## src/rtl/fmrom_bus_pkg.sv

```systemverilog
// Shared constants for the FM BIOS cartridge bus front end: FSM state
// encodings, unlock key addresses and the page-1 window selector.
package fmrom_bus_pkg;

  typedef logic [2:0] fsm_state_t;

  localparam fsm_state_t ST_IDLE      = 3'd0;
  localparam fsm_state_t ST_RD_ADDR   = 3'd1;
  localparam fsm_state_t ST_RD_DATA   = 3'd2;
  localparam fsm_state_t ST_RD_HOLD   = 3'd3;
  localparam fsm_state_t ST_WR_COMMIT = 3'd4;
  localparam fsm_state_t ST_WAIT_REL  = 3'd5;

  localparam logic [15:0] KEY0_ADDR = 16'h7FFE;
  localparam logic [15:0] KEY1_ADDR = 16'h7FFF;

  localparam logic [1:0] WINDOW_HI = 2'b01;

  // True when the upper two address bits select the cartridge window.
  function automatic logic inWindow(input logic [15:0] addr, input logic [1:0] baseHi);
    return (addr[15:14] == baseHi);
  endfunction

endpackage

```

## src/rtl/fmrom_bus_sync.sv

```systemverilog
// Synchronizer for one active-low bus strobe plus detection of its
// assertion edge. The chain holds the active-low level, so resetting it
// to all ones means "strobe inactive".
module bus_sync #(
  parameter int STAGES = 2
) (
  input  logic clock,
  input  logic reset_n,
  input  logic strobe_n_i,
  output logic active_o,
  output logic rise_o
);

  logic [STAGES-1:0] chain_q;
  logic              prev_q;

  // Shift the raw strobe through the chain and remember the last synced level.
  always_ff @(posedge clock or negedge reset_n) begin
    if (!reset_n) begin
      chain_q <= '1;
      prev_q  <= 1'b1;
    end else begin
      chain_q <= {chain_q[STAGES-2:0], strobe_n_i};
      prev_q  <= chain_q[STAGES-1];
    end
  end

  assign active_o = ~chain_q[STAGES-1];
  assign rise_o   = prev_q & ~chain_q[STAGES-1];

endmodule

```

## src/rtl/fmrom_bus_if.sv

```systemverilog
// Z80 cartridge-slot front end for the 16 KB FM BIOS memory. Strobes are
// synchronized, accesses in the page-1 window are sequenced against the
// one-clock memory read latency, and writes only reach the memory after
// the two-byte unlock key has been written.
module fmrom_bus_if
  import fmrom_bus_pkg::*;
#(
  parameter logic [1:0] BASE_HI     = WINDOW_HI,
  parameter logic [7:0] KEY0        = 8'h4D,
  parameter logic [7:0] KEY1        = 8'h69,
  parameter int         SYNC_STAGES = 2
) (
  input  logic        clock,
  input  logic        reset_n,
  input  logic [15:0] bus_addr,
  input  logic [7:0]  bus_din,
  input  logic        bus_sltsl_n,
  input  logic        bus_rd_n,
  input  logic        bus_wr_n,
  output logic [7:0]  bus_dout,
  output logic        bus_doe,
  output logic        bus_wait_n,
  output logic [13:0] rom_address,
  output logic [7:0]  rom_data,
  output logic        rom_wren,
  input  logic [7:0]  rom_q,
  output logic        unlocked
);

  logic rdActive, rdRise, wrActive, wrRise;
  logic addrInWin;

  fsm_state_t  state_q,    state_d;
  logic [13:0] romAddr_q,  romAddr_d;
  logic [7:0]  romData_q,  romData_d;
  logic        wren_q,     wren_d;
  logic [7:0]  dout_q,     dout_d;
  logic        doe_q,      doe_d;
  logic        waitN_q,    waitN_d;
  logic        unlocked_q, unlocked_d;
  logic        keyStage_q, keyStage_d;

  bus_sync #(.STAGES(SYNC_STAGES)) u_rd_sync (
    .clock      (clock),
    .reset_n    (reset_n),
    .strobe_n_i (bus_sltsl_n | bus_rd_n),
    .active_o   (rdActive),
    .rise_o     (rdRise)
  );

  bus_sync #(.STAGES(SYNC_STAGES)) u_wr_sync (
    .clock      (clock),
    .reset_n    (reset_n),
    .strobe_n_i (bus_sltsl_n | bus_wr_n),
    .active_o   (wrActive),
    .rise_o     (wrRise)
  );

  assign addrInWin = inWindow(bus_addr, BASE_HI);

  // Next-state logic: accept new accesses only in IDLE, read wins over write.
  always_comb begin
    state_d    = state_q;
    romAddr_d  = romAddr_q;
    romData_d  = romData_q;
    wren_d     = 1'b0;
    dout_d     = dout_q;
    doe_d      = doe_q;
    waitN_d    = waitN_q;
    unlocked_d = unlocked_q;
    keyStage_d = keyStage_q;

    case (state_q)
      ST_IDLE: begin
        if (rdRise && addrInWin) begin
          romAddr_d = bus_addr[13:0];
          waitN_d   = 1'b0;
          state_d   = ST_RD_ADDR;
        end else if (wrRise && addrInWin) begin
          state_d = ST_WAIT_REL;
          if (bus_addr == KEY0_ADDR) begin
            keyStage_d = (bus_din == KEY0);
          end else if (bus_addr == KEY1_ADDR && keyStage_q) begin
            unlocked_d = (bus_din == KEY1) ? ~unlocked_q : 1'b0;
            keyStage_d = 1'b0;
          end else begin
            keyStage_d = 1'b0;
            if (unlocked_q) begin
              romAddr_d = bus_addr[13:0];
              romData_d = bus_din;
              wren_d    = 1'b1;
              state_d   = ST_WR_COMMIT;
            end
          end
        end
      end
      ST_RD_ADDR: begin
        state_d = ST_RD_DATA;
      end
      ST_RD_DATA: begin
        dout_d  = rom_q;
        waitN_d = 1'b1;
        if (rdActive) begin
          doe_d   = 1'b1;
          state_d = ST_RD_HOLD;
        end else begin
          state_d = ST_IDLE;
        end
      end
      ST_RD_HOLD: begin
        if (!rdActive) begin
          doe_d   = 1'b0;
          state_d = ST_IDLE;
        end
      end
      ST_WR_COMMIT: begin
        state_d = ST_WAIT_REL;
      end
      ST_WAIT_REL: begin
        if (!wrActive) begin
          state_d = ST_IDLE;
        end
      end
      default: begin
        state_d = ST_IDLE;
      end
    endcase
  end

  // State and output registers; reset aborts any access in flight.
  always_ff @(posedge clock or negedge reset_n) begin
    if (!reset_n) begin
      state_q    <= ST_IDLE;
      romAddr_q  <= '0;
      romData_q  <= '0;
      wren_q     <= 1'b0;
      dout_q     <= '0;
      doe_q      <= 1'b0;
      waitN_q    <= 1'b1;
      unlocked_q <= 1'b0;
      keyStage_q <= 1'b0;
    end else begin
      state_q    <= state_d;
      romAddr_q  <= romAddr_d;
      romData_q  <= romData_d;
      wren_q     <= wren_d;
      dout_q     <= dout_d;
      doe_q      <= doe_d;
      waitN_q    <= waitN_d;
      unlocked_q <= unlocked_d;
      keyStage_q <= keyStage_d;
    end
  end

  assign bus_dout    = dout_q;
  assign bus_doe     = doe_q;
  assign bus_wait_n  = waitN_q;
  assign rom_address = romAddr_q;
  assign rom_data    = romData_q;
  assign rom_wren    = wren_q;
  assign unlocked    = unlocked_q;

endmodule

```

## config.mk

```make
export PLATFORM = sky130hd
export DESIGN_NAME = fmrom_bus_if
export DESIGN_NICKNAME = d
export VERILOG_FILES = /design/src/rtl/fmrom_bus_pkg.sv /design/src/rtl/fmrom_bus_sync.sv /design/src/rtl/fmrom_bus_if.sv
export SDC_FILE = /design/constraint.sdc
export NUM_CORES = 1
export LEC_CHECK = 0
export ABC_AREA = 1
export CAP_MARGIN = 15
export CORE_ASPECT_RATIO = 1.25
export CORE_MARGIN = 2
export CORE_UTILIZATION = 48
export DETAILED_ROUTE_END_ITERATION = 10
export PLACE_DENSITY = 0.84
export SYNTH_ARGS = -nofsm -noshare
export SYNTH_HDL_FRONTEND = slang
export SYNTH_SLANG_ARGS = --single-unit
```

## constraint.sdc

```tcl
create_clock -name clock -period 2.16 [get_ports clock]
set_input_delay 0.324 -clock clock [delete_from_list [all_inputs] [get_ports clock]]
set_output_delay 0.324 -clock clock [all_outputs]
set_load 0.05 [all_outputs]
```

==> results.md, run 1 <==
- The worst path setup slack after routing is between 0.2 and 0.25 ns.
- The count of pins over their slew limit came to 0.
- In this run the remaining antenna-violating nets after routing total 0.
- The width of the die is about 62 um.
- The routed length per instance is about 12 um.
- The final number of setup-violating endpoints is 0.
- The maximum number of buffers from clock root to sink is 2.
- Routability-driven placement finished with a final weighted congestion of slightly below 0.8.
- The clock transition time at the flip-flop clock pins of the worst setup and hold paths is about 0.070 ns.
- Measured on the finished design, the core utilization comes to 0.708.
- Counting the fill cells in the layout gives between 300 and 400.
- For this run, design rule violations remaining after detail routing come to 0.
- Walking the worst path, the cells encountered are clkdlybuf4s50_1.
- The final cycle utilization of the critical path is 0.897.
- The sort of element at the start of the critical path is a register.
- The final number of hold-violating endpoints is 0.
- Max-cap violations in this run came to 0.
- Pin placement for this block handled a little over 70 I/O pins.
- In the final layout, the multi-input gates occupy around 780 um^2.
- Summing every instance area after synthesis gives roughly 2000 um^2.
- The H-tree was split into 2 levels.
- The top achievable clock speed is 516 MHz.
- The standard-cell row count is 26.
- The average instance in the mapped netlist occupies between 8 and 9 um^2.
- The first global-routing pass estimated a little under 8000 um of wire.
- The area of the placeable core is about 4000 um^2.
- The final period demand of the worst path is between 1.5 and 2 ns.
- Setup repair after global routing left no endpoint under its margin.
- The endpoint type of the worst setup path is an output pin.
- The number of warnings reported in the yosys synthesis log is 0.
- The worst vdd rail ir drop is approximately 1.0 mV.
- Of all cell types, the one taking the most synthesized area is dfrtp_1.
- nand2_1 is the most common cell in the netlist.
- The run finished with clean final reports.
- The headroom to the max-slew limit is 0.650.
- Wires add up to ~4400 um.
- The number of global-route vias before repair was approximately 1800.
- The flop and latch count out of synthesis is 44.
- The cell count after synthesis is 241.
- The starting utilization of the core area is 0.499.
- The worst-case hold slack is ~0.36 ns.
- The leakage dissipation is 1.42 nW.
- The largest net degree at the start of global routing is 30.
- The number of buffers created by CTS is 5.
- The critical path is of the register to output pin type.
- Of the post-synthesis cell area, the dominant cell type holds 0.457.
- The detailed router finished its first iteration with 88 violations.
- For this run, the slowest stage of the critical path takes 0.80 ns.
- Prior to clock tree synthesis, the placed netlist has a worst setup slack of 0.169 ns.
- After detailed routing, the number of vias per cell comes to between 4 and 5.
- The standard cell with the maximum stage delay on the critical path is clkdlybuf4s50_1.
- The overall global routing resource usage is 0.202.
- In this run the worst path has a maximum fanout of 2.
- The sequential cells in the finished layout cover a total of between 1000 and 1500 um^2.
- The total buffers and inverters traversed by the critical path is 1.
- At the pin with the least slew margin, the transition time is 0.523 ns.
- The share of layout cells above drive strength 1 is 0.150.
- The share of synthesized registers carrying an async set or reset is 1.00.
- Summed over all layers, the global routing overflow is 0.
- During placement, the flow inserted port buffers numbering 70.
- The ratio of total power to cell area is roughly 1400 nW/um^2.
- The later pin in the worst-skew pair is clocked with a latency of between 0.2 and 0.3 ns.
- By area the synthesized netlist is led by dfrtp_1 (46%), nand2_1 (16%), dfstp_2 (9.1%).
- The tree is rooted in a clkbuf_8.
- The synthesized net count is 278.
- The net count of the finished layout is 356.
- Counting flops with a built-in enable in the synthesized netlist gives 0.
- The summed negative setup slack over all endpoints is 0 ns.
- The antenna diode count is 0.
- Once detailed placement completed, the half-perimeter wirelength came to around 3400 um.
- The number of antenna violations at the first check in global routing is 0.
- The first-pass iteration count of the detailed router is 4.
- TritonCTS built the clock tree.
- The sequential element share of the synthesized area is 0.547.
- The number of clock sinks seen by CTS is 44.
- The number of distinct library cells after synthesis is 24.
- The height of the chip is ~77 um.
- The post-layout total power is about 0.0039 W.
- The worst clock skew is 0.00944 ns.
- After synthesis, the most frequently instantiated cells are nand2_1 (86), dfrtp_1 (37), nand3_1 (29), inv_1 (22).
- STA puts the critical path data required time at about 1.8 ns.
- The dominant synthesized flop cell is dfrtp_1.
- The overall die area is between 4000 and 5000 um^2.
- The area added between synthesis and finish is 41.9%.
- The kind of cell with the highest combined delay along the critical path is buffers and inverters.
- The total via count in the routed design is 1765.
- The worst path arrival time is 1.61 ns.
- The path type of the worst min-delay path is register to register.
[placed cells by master, fill, tap and decap left out, drive strengths merged]
| master | instances |
|---|---|
| nand3 | 30 |
| nand2 | 101 |
| clkbuf | 7 |
| buf | 5 |
| nand4 | 4 |
| dlygate4sd3 | 1 |
| or2 | 2 |
| clkdlybuf4s50 | 69 |
| a21oi | 1 |
| o221ai | 1 |
| nor3 | 3 |
| inv | 25 |
| o21ai | 3 |
| dfrtp | 37 |
| nor2 | 20 |
| nor4 | 1 |
| a22oi | 1 |
| dfstp | 7 |
| clkinv | 2 |
[final cells by class]
class,count,area share
tap,56,0.0243
timing repair buffer,75,0.256
clock buffer,7,0.0265
clock inverter,1,0.00174
multi-input combinational,167,0.272
sequential,44,0.386
inverter,26,0.0343
[flip-flops by register name, summed over array words and instances (netlist names)]
register,cells
bus_doe,1
rom_data,8
rom_address,14
u_wr_sync.chain_q,2
u_rd_sync.prev_q,1
state_q,3
keyStage_q,1
bus_wait_n,1
unlocked,1
u_rd_sync.chain_q,2
u_wr_sync.prev_q,1
bus_dout,8
rom_wren,1
[metrics by stage]
stage	cell area, um^2	std cells
floorplan	2030	241
global placement	2790	367
detailed placement	2790	367
CTS	2880	376
global route	2880	376
finish	2880	376
[cell families after synthesis]
kind of cell | Yosys count | share of synthesized area
compound gates | 6 | 0.0179
buf+inv | 30 | 0.0672
simple gates | 161 | 0.368
flops | 44 | 0.547
[power breakdown]
| group | internal, W | leakage, nW | switching (W) |
|---|---|---|---|
| clock | 0.000227 | 0.0422 | 0.000255 |
| combinational | 0.000699 | 0.841 | 0.00138 |
| sequential | 0.00114 | 0.538 | 0.000185 |
| total | 0.00207 | 1.42 | 0.00182 |
[layer usage]
| layer | part of all wire | up-vias | global-route usage |
|---|---|---|---|
| li1 | - | 906 | - |
| met1 | 0.41 | 806 | 0.246 |
| met2 | 0.51 | 46 | 0.338 |
| met3 | 0.053 | 7 | 0.0557 |
| met4 | 0.020 | 0 | 0.0889 |
| met5 | 0 | - | 0 |
[path summary, 6_finish.rpt]
check | to | start | depth (start not counted) | slack (ns)
worst max-delay path | bus_wait_n | bus_wait_n | 1 | 0.22
worst min-delay path | u_wr_sync.chain_q[1] | u_wr_sync.chain_q[0] | 0 | 0.36
worst max register to register | rom_address[8] | u_wr_sync.chain_q[1] | 9 | 0.57
worst min register to register | u_wr_sync.chain_q[1] | u_wr_sync.chain_q[0] | 0 | 0.36
max in group asynchronous | u_wr_sync.prev_q | reset_n | 3 | 0.98
min in group asynchronous | rom_address[0] | reset_n | 2 | 0.45
[what timing repair did]
action,CTS,global route
gates resized for setup,0,0
endpoints found under the hold margin,15,0
buffers inserted,0,0
hold buffers,1,0
(Power assumes the default switching activity.)
==> inputs of run 2 (changes only) <==
Settings changed: CORE_UTILIZATION 48 to 50, CTS_BUF_LIST set to sky130_fd_sc_hd__clkbuf_2, PLACE_DENSITY 0.84 to 0.9.
==> run 2 against run 1 <==
Setup slack got worse by 0.14 ns. Final area decreased by 1.3%. Core utilization increased by 3.0 points. Hold slack improved by 0.011 ns. Critical path depth unchanged. Global-route usage increased by 1.4 points. Non-clock buffer count decreased by 1. Total power decreased by 3.9%.
==> results.md, run 2 (synthesis results as in run 1) <==
- The run finished with clean final reports.
- In this run the number of cells on the critical path is 1.
- For this configuration, the core starts out at a cell density of 0.527.
- In this run the count of I/O pins placed on the die edge is around 70.
- The estimated wirelength of the detail-placed design is between 3000 and 4000 um.
- The clock arrives with ~0.025 ns of skew.
- The overall die area is around 4600 um^2.
- Entering global routing, the biggest net connects 45 pins.
- Once the clock tree was built, the setup fixing pass inserted 0 buffers.
- The class of the most critical setup path is register to output pin.
- The antenna diode count is 0.
- The worst vdd rail ir drop is ~0.9 mV.
- Setup repair after global routing left no endpoint under its margin.
- The setup slack on the worst flop-to-flop path is 0.58 ns.
- The register with the most flip-flops in the layout has 14 of them.
- For this run, design rule violations remaining after detail routing come to 0.
- The worst setup path is launched from a register.
- The detailed router finished its first iteration with just over 90 violations.
- The number of global-route vias before repair was 1772.
- The clock transition time at the flip-flop clock pins of the worst setup and hold paths is 0.21 ns.
- The number of antenna violations at the first check in global routing is 0.
- Once placement finished, the instance area stood at ~2800 um^2.
- Headroom to the max-slew limit came out at 0.655.
- The insertion delay of the later-clocked pin in the worst-skew pair is roughly 0.41 ns.
- The critical path starts at bus_wait_n.
- The tightest hold path in the finished design has a slack of 0.369 ns.
- The ratio of total power to cell area is roughly 1300 nW/um^2.
- The endpoint of the most critical register-to-register path is rom_address[8].
- STA puts the critical path data required time at approximately 1.8 ns.
- TritonCTS built the clock tree.
- The clock tree root driver cell is clkbuf_2.
- The min-delay analysis places its worst path in the category input port to async pin.
- Grouping stages by cell kind, the critical path spends the most delay in buffers and inverters.
- STA classifies the critical path endpoint as an output pin.
- The standard-cell row count is 25.
- The area of the placeable core is 3850 um^2.
- The number of placed instances with taps included is about 360.
- In this design, the stage delay of the slowest critical-path cell is slightly below 0.8 ns.
- The number of hold-repair buffers added at the cts stage is 1.
- After detailed routing, the number of vias per cell comes to approximately 4.8.
- The top achievable clock speed is 480 MHz.
- The post-route cell area is between 2000 and 3000 um^2.
- After detailed routing, the total wire length is 4410 um.
- Clock tree synthesis found a total of 44 sinks.
- The area added between synthesis and finish is 40.0%.
- The critical path goes through clkdlybuf4s50_1.
- The clock tree synthesis step divided the H-tree into 2 levels.
- The first-pass iteration count of the detailed router is 4.
- The share of layout cells above drive strength 1 is 0.154.
- The final number of hold-violating endpoints is 0.
- The count of placed standard cells in the final layout, fillers left out is 373.
- The number of gates resized after CTS was 0.
- The routed length per instance is 11.8 um.
- Summed over all layers, the global routing overflow is 0.
- Subtracting the final worst setup slack from the clock period gives ~2.1 ns.
- The total of max-cap violations is 0.
- Across every metal layer, demand over resource in global routing totals 0.216.
- Setup violations remaining at the end of the flow were counted as 0.
- The number of cells traversed by the worst register-to-register path is 6.
- The largest fanout of any net on the critical path is 2.
- In the layout the commonest cells are nand2_1 (86), clkdlybuf4s50_1 (69), dfrtp_1 (37).
- At the end of the flow, the number of nets in the layout was 355.
- The routability congestion estimate is 0.820.
- The capture point of the worst path is bus_wait_n.
- The leakage dissipation is about 1.4 nW.
- The standard cell with the maximum stage delay on the critical path is clkdlybuf4s50_1.
- The first global-routing pass estimated approximately 7400 um of wire.
- The library cell used most frequently in the layout, excluding fill and tap cells, is nand2_1.
- Summing over every cut layer, the via total after detailed routing is about 1800.
- The count of pins over their slew limit came to 0.
- In this run the tool buffered the top-level ports with 70 buffer cells.
- At the pin with the least slew margin, the transition time is 0.515 ns.
- The number of nets with antenna violations after routing is 0.
- The height of the chip is between 70 and 80 um.
- The reg-to-reg critical path startpoint is u_rd_sync.prev_q.
- The total buffers and inverters traversed by the critical path is 1.
- For the final routed database, the setup TNS stands at 0 ns.
- The width of the die is 61.0 um.
- The worst path arrival time is roughly 1.8 ns.
- Counting along the longest clock path gives a buffer depth of 2.
- The post-layout total power is approximately 0.0037 W.
- Of the available clock period, the critical path in the final layout requires 0.964.
- The number of buffers created by CTS is 5.
run 2: power by group:
part	switching [W]	internal, W
sequential	0.000183	0.00114
clock	0.000256	0.0000883
combinational	0.00137	0.000698
total	0.00181	0.00193
run 2: through the flow:
step                      utilization  worst slack (ns)
after floorplan                     -             0.669
after global placement          0.725             0.256
after detailed placement        0.725             0.214
after CTS                       0.738            0.0636
after global routing            0.738            0.0231
final                           0.738            0.0778
run 2: final cells by class:
class                      count  area (um^2)
sequential                    44         1110
fill                         314         1010
multi-input combinational    167          782
timing repair buffer          74          741
inverter                      26         98.8
tap                           54         67.6
clock buffer                   7         35.0
clock inverter                 1         5.00
run 2: worst min-delay path by stage:
stage	to	slack, ns	depth (start not counted)
floorplan	bus_doe	0.03	0
global placement	bus_doe	0.31	2
detailed placement	bus_doe	0.32	2
CTS	rom_data[2]	0.36	3
global route	rom_address[7]	0.36	3
finish	rom_data[6]	0.37	3
run 2: routing by layer:
metal / vias to the layer above / GRT usage / part of all wire / wire length [um]
met4: 0 / 0.0894 / 0.018 / 79
met5: - / 0 / 0 / 0
met3: 7 / 0.0773 / 0.082 / 360
met2: 63 / 0.358 / 0.51 / 2240
li1: 908 / - / - / -
met1: 826 / 0.253 / 0.39 / 1720
==> RTL change 1, RTL diff (settings of run 2) <==
Take the reset off `romAddr_q`, `romData_q` and `dout_q` and load them in a clocked block of their own.
--- a/src/rtl/fmrom_bus_if.sv
+++ b/src/rtl/fmrom_bus_if.sv
@@ -131,25 +131,25 @@
   always_ff @(posedge clock or negedge reset_n) begin
     if (!reset_n) begin
       state_q    <= ST_IDLE;
-      romAddr_q  <= '0;
-      romData_q  <= '0;
       wren_q     <= 1'b0;
-      dout_q     <= '0;
       doe_q      <= 1'b0;
       waitN_q    <= 1'b1;
       unlocked_q <= 1'b0;
       keyStage_q <= 1'b0;
     end else begin
       state_q    <= state_d;
-      romAddr_q  <= romAddr_d;
-      romData_q  <= romData_d;
       wren_q     <= wren_d;
-      dout_q     <= dout_d;
       doe_q      <= doe_d;
       waitN_q    <= waitN_d;
       unlocked_q <= unlocked_d;
       keyStage_q <= keyStage_d;
     end
+  end
+
+  always_ff @(posedge clock) begin
+    romAddr_q <= romAddr_d;
+    romData_q <= romData_d;
+    dout_q    <= dout_d;
   end
 
   assign bus_dout    = dout_q;
Check against the original RTL: differs if reset_n is asserted again (counterexample within 4 cycles, from zero or initial values and one cycle with reset_n low); with reset_n held inactive, the same outputs for 10 cycles.
==> RTL change 1 against run 2 <==
  * Critical path depth unchanged
  * Die area decreased by 15%
  * Sequential cell count unchanged
  * Worst setup slack improved by 0.10 ns
  * Via count decreased by 30%
  * Final area decreased by 11%
  * Routed wire length decreased by 14%
  * Area after synthesis decreased by 16%
  * Worst hold slack got worse by 0.072 ns
  * Utilization increased by 5.0 points
Power is not compared: it rests on default switching activity, and its combinational part moved more than twofold at a synthesized area within 25%.
==> RTL change 1: results (changes against run 2) <==
Logic synthesis
  • Post-Syn Nets: 172 (was 278)
  • Async S/R FF share, synth: 0.3182 (was 1.000)
  • Top cells by count, synth: 30 x edfxtp_1, 26 x nand2_1, 15 x inv_1, 15 x nor2_1 (was 86 x nand2_1, 37 x dfrtp_1, 29 x nand3_1, 22 x inv_1)
  • Synth area leaders: edfxtp_1 53%, dfstp_2 11%, dfrtp_1 10%, nand2_1 5.7%, inv_1 3.3% (was dfrtp_1 46%, nand2_1 16%, dfstp_2 9.1%, nand3_1 7.2%, nand2_2 4.3%)
  • Number of synthesized flops with an enable pin: 30 (was 0)
  • Seq/Total Area, Yosys: 0.7394 (was 0.5472)
  • Cell variety after synth: 23 (was 24)

Timing
  • Worst-margin pin slew: 0.6422 ns (was 0.5152 ns)
  • Min Hold Slack: 0.2970 ns (was 0.3691 ns)
  • Worst Skew: 0.01052 ns (was 0.02457 ns)

Layout
  • Final net count: 252 (was 355)
  • Layout cells sized above 1: 0.1574 (was 0.1536)
  • Invs w/o clock: 22 (was 26)
  • FFs & Latches: 44 (unchanged)
  • Multi-input logic portion of the cell area: 0.1424 (was 0.2755)
  • Final clock-cell share: 0.02464 (was 0.01410)
  • NonClk Buf Share: 0.2859 (was 0.2609)
  • Sequential cell area: 1260 um2 (was 1110 um2)
  • Fillers: 200 (was 314)
  • Multi-input logic cell count: 69 (was 167)
  • Non-clock buffers: 73 (was 74)
  • Cell area after layout: 2539 um2 (was 2839 um2)

GRT
  • Gr usage total: 0.2113 (was 0.2164)
  • Vias in the first global route: 1332 (was 1772)
  • Met1 Resource Use GR: 0.2133 (was 0.2531)
  • Met2 Use GR: 0.3961 (was 0.3584)
  • Largest net degree at the start of global routing: 15 (was 45)
  • Grt met3 use: 0.06343 (was 0.07732)
  • First-pass GRT wire length: 6168 um (was 7403 um)

Critical path
  • R2R depth: 5 (was 6)
  • Max stage delay on crit path: 0.82 ns (was 0.79 ns)
  • Critical path peak fanout: 4 (was 2)
  • Reg-to-reg endpoint: rom_address[10] (was rom_address[8])
  • Critical R2R Launch: u_wr_sync.prev_q (was u_rd_sync.prev_q)

Clock network
  • CTS max path bufs: 2 (unchanged)
  • Num CTS Buffers: 5 (unchanged)
  • Clock latency on the worst-skew pair: 0.39 ns (was 0.41 ns)

Routing
  • Initial DRT Pass Iterations: 6 (was 4)
  • First DRT Iteration DRCs: 20 (was 91)
  • Metal2 WL: 2151 um (was 2243 um)
  • Metal-1 WL: 1340 um (was 1723 um)
  • Met3 WL: 196 um (was 360 um)
  • Avg Vias per Cell: 4.976 (was 4.836)
  • Wire per inst: 14.94 um (was 11.82 um)

Placement
  • DP Wirelength: 3007 um (was 3367 um)
  • GPL Wtd Cong: 0.7780 (was 0.8203)

Run status
  • Status: finished clean (unchanged)
-- RTL change 1: worst max-delay path by stage --
stage / startpoint / end / slack [ns] / depth (start not counted)
floorplan: unlocked / rom_address[0] / 0.16 / 2
global placement: bus_addr[14] / rom_address[7] / 0.25 / 8
detailed placement: bus_addr[14] / rom_address[10] / 0.20 / 8
CTS: bus_wait_n / bus_wait_n / 0.03 / 1
global route: unlocked / unlocked / 0.12 / 1
finish: unlocked / unlocked / 0.18 / 1
-- RTL change 1: per-stage QoR --
step / instances / setup WS (ns) / util
finish: 253 / 0.1816 / 0.7877
global route: 253 / 0.1150 / 0.7877
CTS: 253 / 0.03040 / 0.7869
detailed placement: 245 / 0.1956 / 0.7675
global placement: 245 / 0.2463 / 0.7675
floorplan: 135 / 0.1605 / -
-- RTL change 1: cell families after synthesis --
| family | count (synthesis) | synth area share |
|---|---|---|
| simple gates | 58 | 0.1630 |
| flops | 44 | 0.7394 |
| buf+inv | 22 | 0.04846 |
| compound gates | 11 | 0.04919 |
==> RTL change 2, RTL diff (flow settings as in run 2) <==
Without the edit above. The parameter `SYNC_STAGES` goes from 2 to 4.
--- a/src/rtl/fmrom_bus_if.sv
+++ b/src/rtl/fmrom_bus_if.sv
@@ -8,7 +8,7 @@
   parameter logic [1:0] BASE_HI     = WINDOW_HI,
   parameter logic [7:0] KEY0        = 8'h4D,
   parameter logic [7:0] KEY1        = 8'h69,
-  parameter int         SYNC_STAGES = 2
+  parameter int         SYNC_STAGES = 4
 ) (
   input  logic        clock,
   input  logic        reset_n,
Formal check against the unedited RTL: not equivalent (Yosys sat finds a counterexample within 4 cycles, from zero or initial values and one cycle with reset_n low).
==> RTL change 2 against run 2 <==
  * Area after synthesis increased by 4.9%
  * Total power fell by 9.1%
  * Critical path depth is the same
  * Routed wire length grew 4.4%
  * Register-to-register slack about the same
  * Sequential cell count is 4 higher
  * Worst hold slack worse by 0.0072 ns
  * Final area is 4.3% higher
  * Worst setup slack improved by 0.087 ns
  * Combinational power is 23% lower
  * Count of clock-buffer cells in the layout is 2 lower
  * Die area grew 4.6%
  * Synthesized cell count is 1.7% lower
  * Critical path type unchanged
  * Critical endpoint is now rom_address[5]
==> RTL change 2: results (changes against run 2) <==
Logic synthesis
  • Synth area leaders: dfrtp_1 44%, nand2_1 15%, dfstp_2 14%, nand3_1 4.2%, nand2_2 4.1% (was dfrtp_1 46%, nand2_1 16%, dfstp_2 9.1%, nand3_1 7.2%, nand2_2 4.3%)
  • Cell variety after synth: 25 (was 24)
  • Seq/Total Area, Yosys: 0.5712 (was 0.5472)
  • Top cells by count, synth: 85 x nand2_1, 37 x dfrtp_1, 18 x nand3_1, 17 x inv_1, 14 x nand2_2 (was 86 x nand2_1, 37 x dfrtp_1, 29 x nand3_1, 22 x inv_1)
  • Post-Syn Nets: 274 (was 278)
  • Gate Count Post-Synth: 237 (was 241)

Placement
  • DP Wirelength: 3465 um (was 3367 um)
  • GPL Wtd Cong: 0.7815 (was 0.8203)
  • Worst slack, placed: 0.2171 ns (was 0.2139 ns)
  • Instance area at placement: 2883 um2 (was 2789 um2)
  • Placed insts: 361 (was 364)

Critical path
  • R2R depth: 7 (was 6)
  • Max stage delay on crit path: 0.82 ns (was 0.79 ns)
  • Critical R2R Launch: u_rd_sync.chain_q[3] (was u_rd_sync.prev_q)
  • Reg-to-reg endpoint: rom_address[1] (was rom_address[8])

GRT
  • Gr usage total: 0.2127 (was 0.2164)
  • Vias in the first global route: 1831 (was 1772)
  • First-pass GRT wire length: 8148 um (was 7403 um)

Layout
  • Layout cells sized above 1: 0.1688 (was 0.1536)
  • Final net count: 350 (was 355)
  • Post-route non-filler standard cell count: 370 (was 373)
  • Fillers: 313 (was 314)

Run status
  • Status: finished clean (unchanged)

Routing
  • Via count: 1802 (was 1804)
  • First DRT Iteration DRCs: 118 (was 91)
  • Initial DRT Pass Iterations: 5 (was 4)

Timing
  • Min Hold Slack: 0.3619 ns (was 0.3691 ns)
  • Max-slew headroom: 0.6457 (was 0.6554)

Clock network
  • Clock latency on the worst-skew pair: 0.43 ns (was 0.41 ns)

Pwr
  • Pleak: 1.430 nW (was 1.412 nW)
  • Peak VDD IR: 788.0 uV (was 882.1 uV)
RTL change 2: layout make-up:
type                       count  area, um2  share of cell area
sequential                    48       1215              0.4104
multi-input combinational    162      788.3              0.2663
timing repair buffer          73      730.7              0.2468
inverter                      23      86.33             0.02916
tap                           56      70.07             0.02367
clock inverter                 3      45.04             0.01522
clock buffer                   5      25.02            0.008453
RTL change 2: worst register-to-register path, cell delays in order (launching register included):
cell and delay (ns):
dfstp_2 0.63, inv_1 0.09, nand3_2 0.13, nor2_1 0.06
inv_2 0.23, nand2_4 0.20, nand2_1 0.12, nand2_1 0.05
RTL change 2: report_power, final:
part           internal [mW]  leakage (nW)  switching, mW  total (mW)
Sequential              1.15         0.598          0.151        1.30
Clock                  0.201        0.0439          0.298       0.499
Combinational          0.538         0.788           1.07        1.60
RTL change 2: logic make-up (layout without fill, tap and decap cells):
logic type      Yosys count  after routing  synth area share
compound gates           14             14           0.03589
buf+inv                  27            104           0.05824
flops                    48             48            0.5712
simple gates            148            148            0.3347
RTL change 2: worst max path at each step:
stage / end / cells past startpoint / slack (ns) / from
detailed placement: rom_address[1] / 10 / 0.22 / bus_addr[5]
finish: rom_address[5] / 1 / 0.17 / rom_address[5]
global route: bus_dout[1] / 1 / 0.08 / bus_dout[1]
CTS: bus_dout[1] / 1 / 0.14 / bus_dout[1]
floorplan: rom_address[10] / 7 / 0.80 / state_q[1]
global placement: rom_address[13] / 10 / 0.26 / bus_addr[5]
RTL change 2: timing repair:
action,in CTS,in global routing
resized for setup,2,0
hold buffers,1,0
hold endpoints to repair,37,0
endpoints found under the setup margin,2,0
buffers inserted,0,0
RTL change 2: per-layer routing:
metal	global-route usage	part of all wire	vias up
li1	-	-	899
met1	0.2522	0.41	821
met2	0.3685	0.50	77
met3	0.06745	0.080	5
met4	0.06667	0.013	0
met5	0	0	-
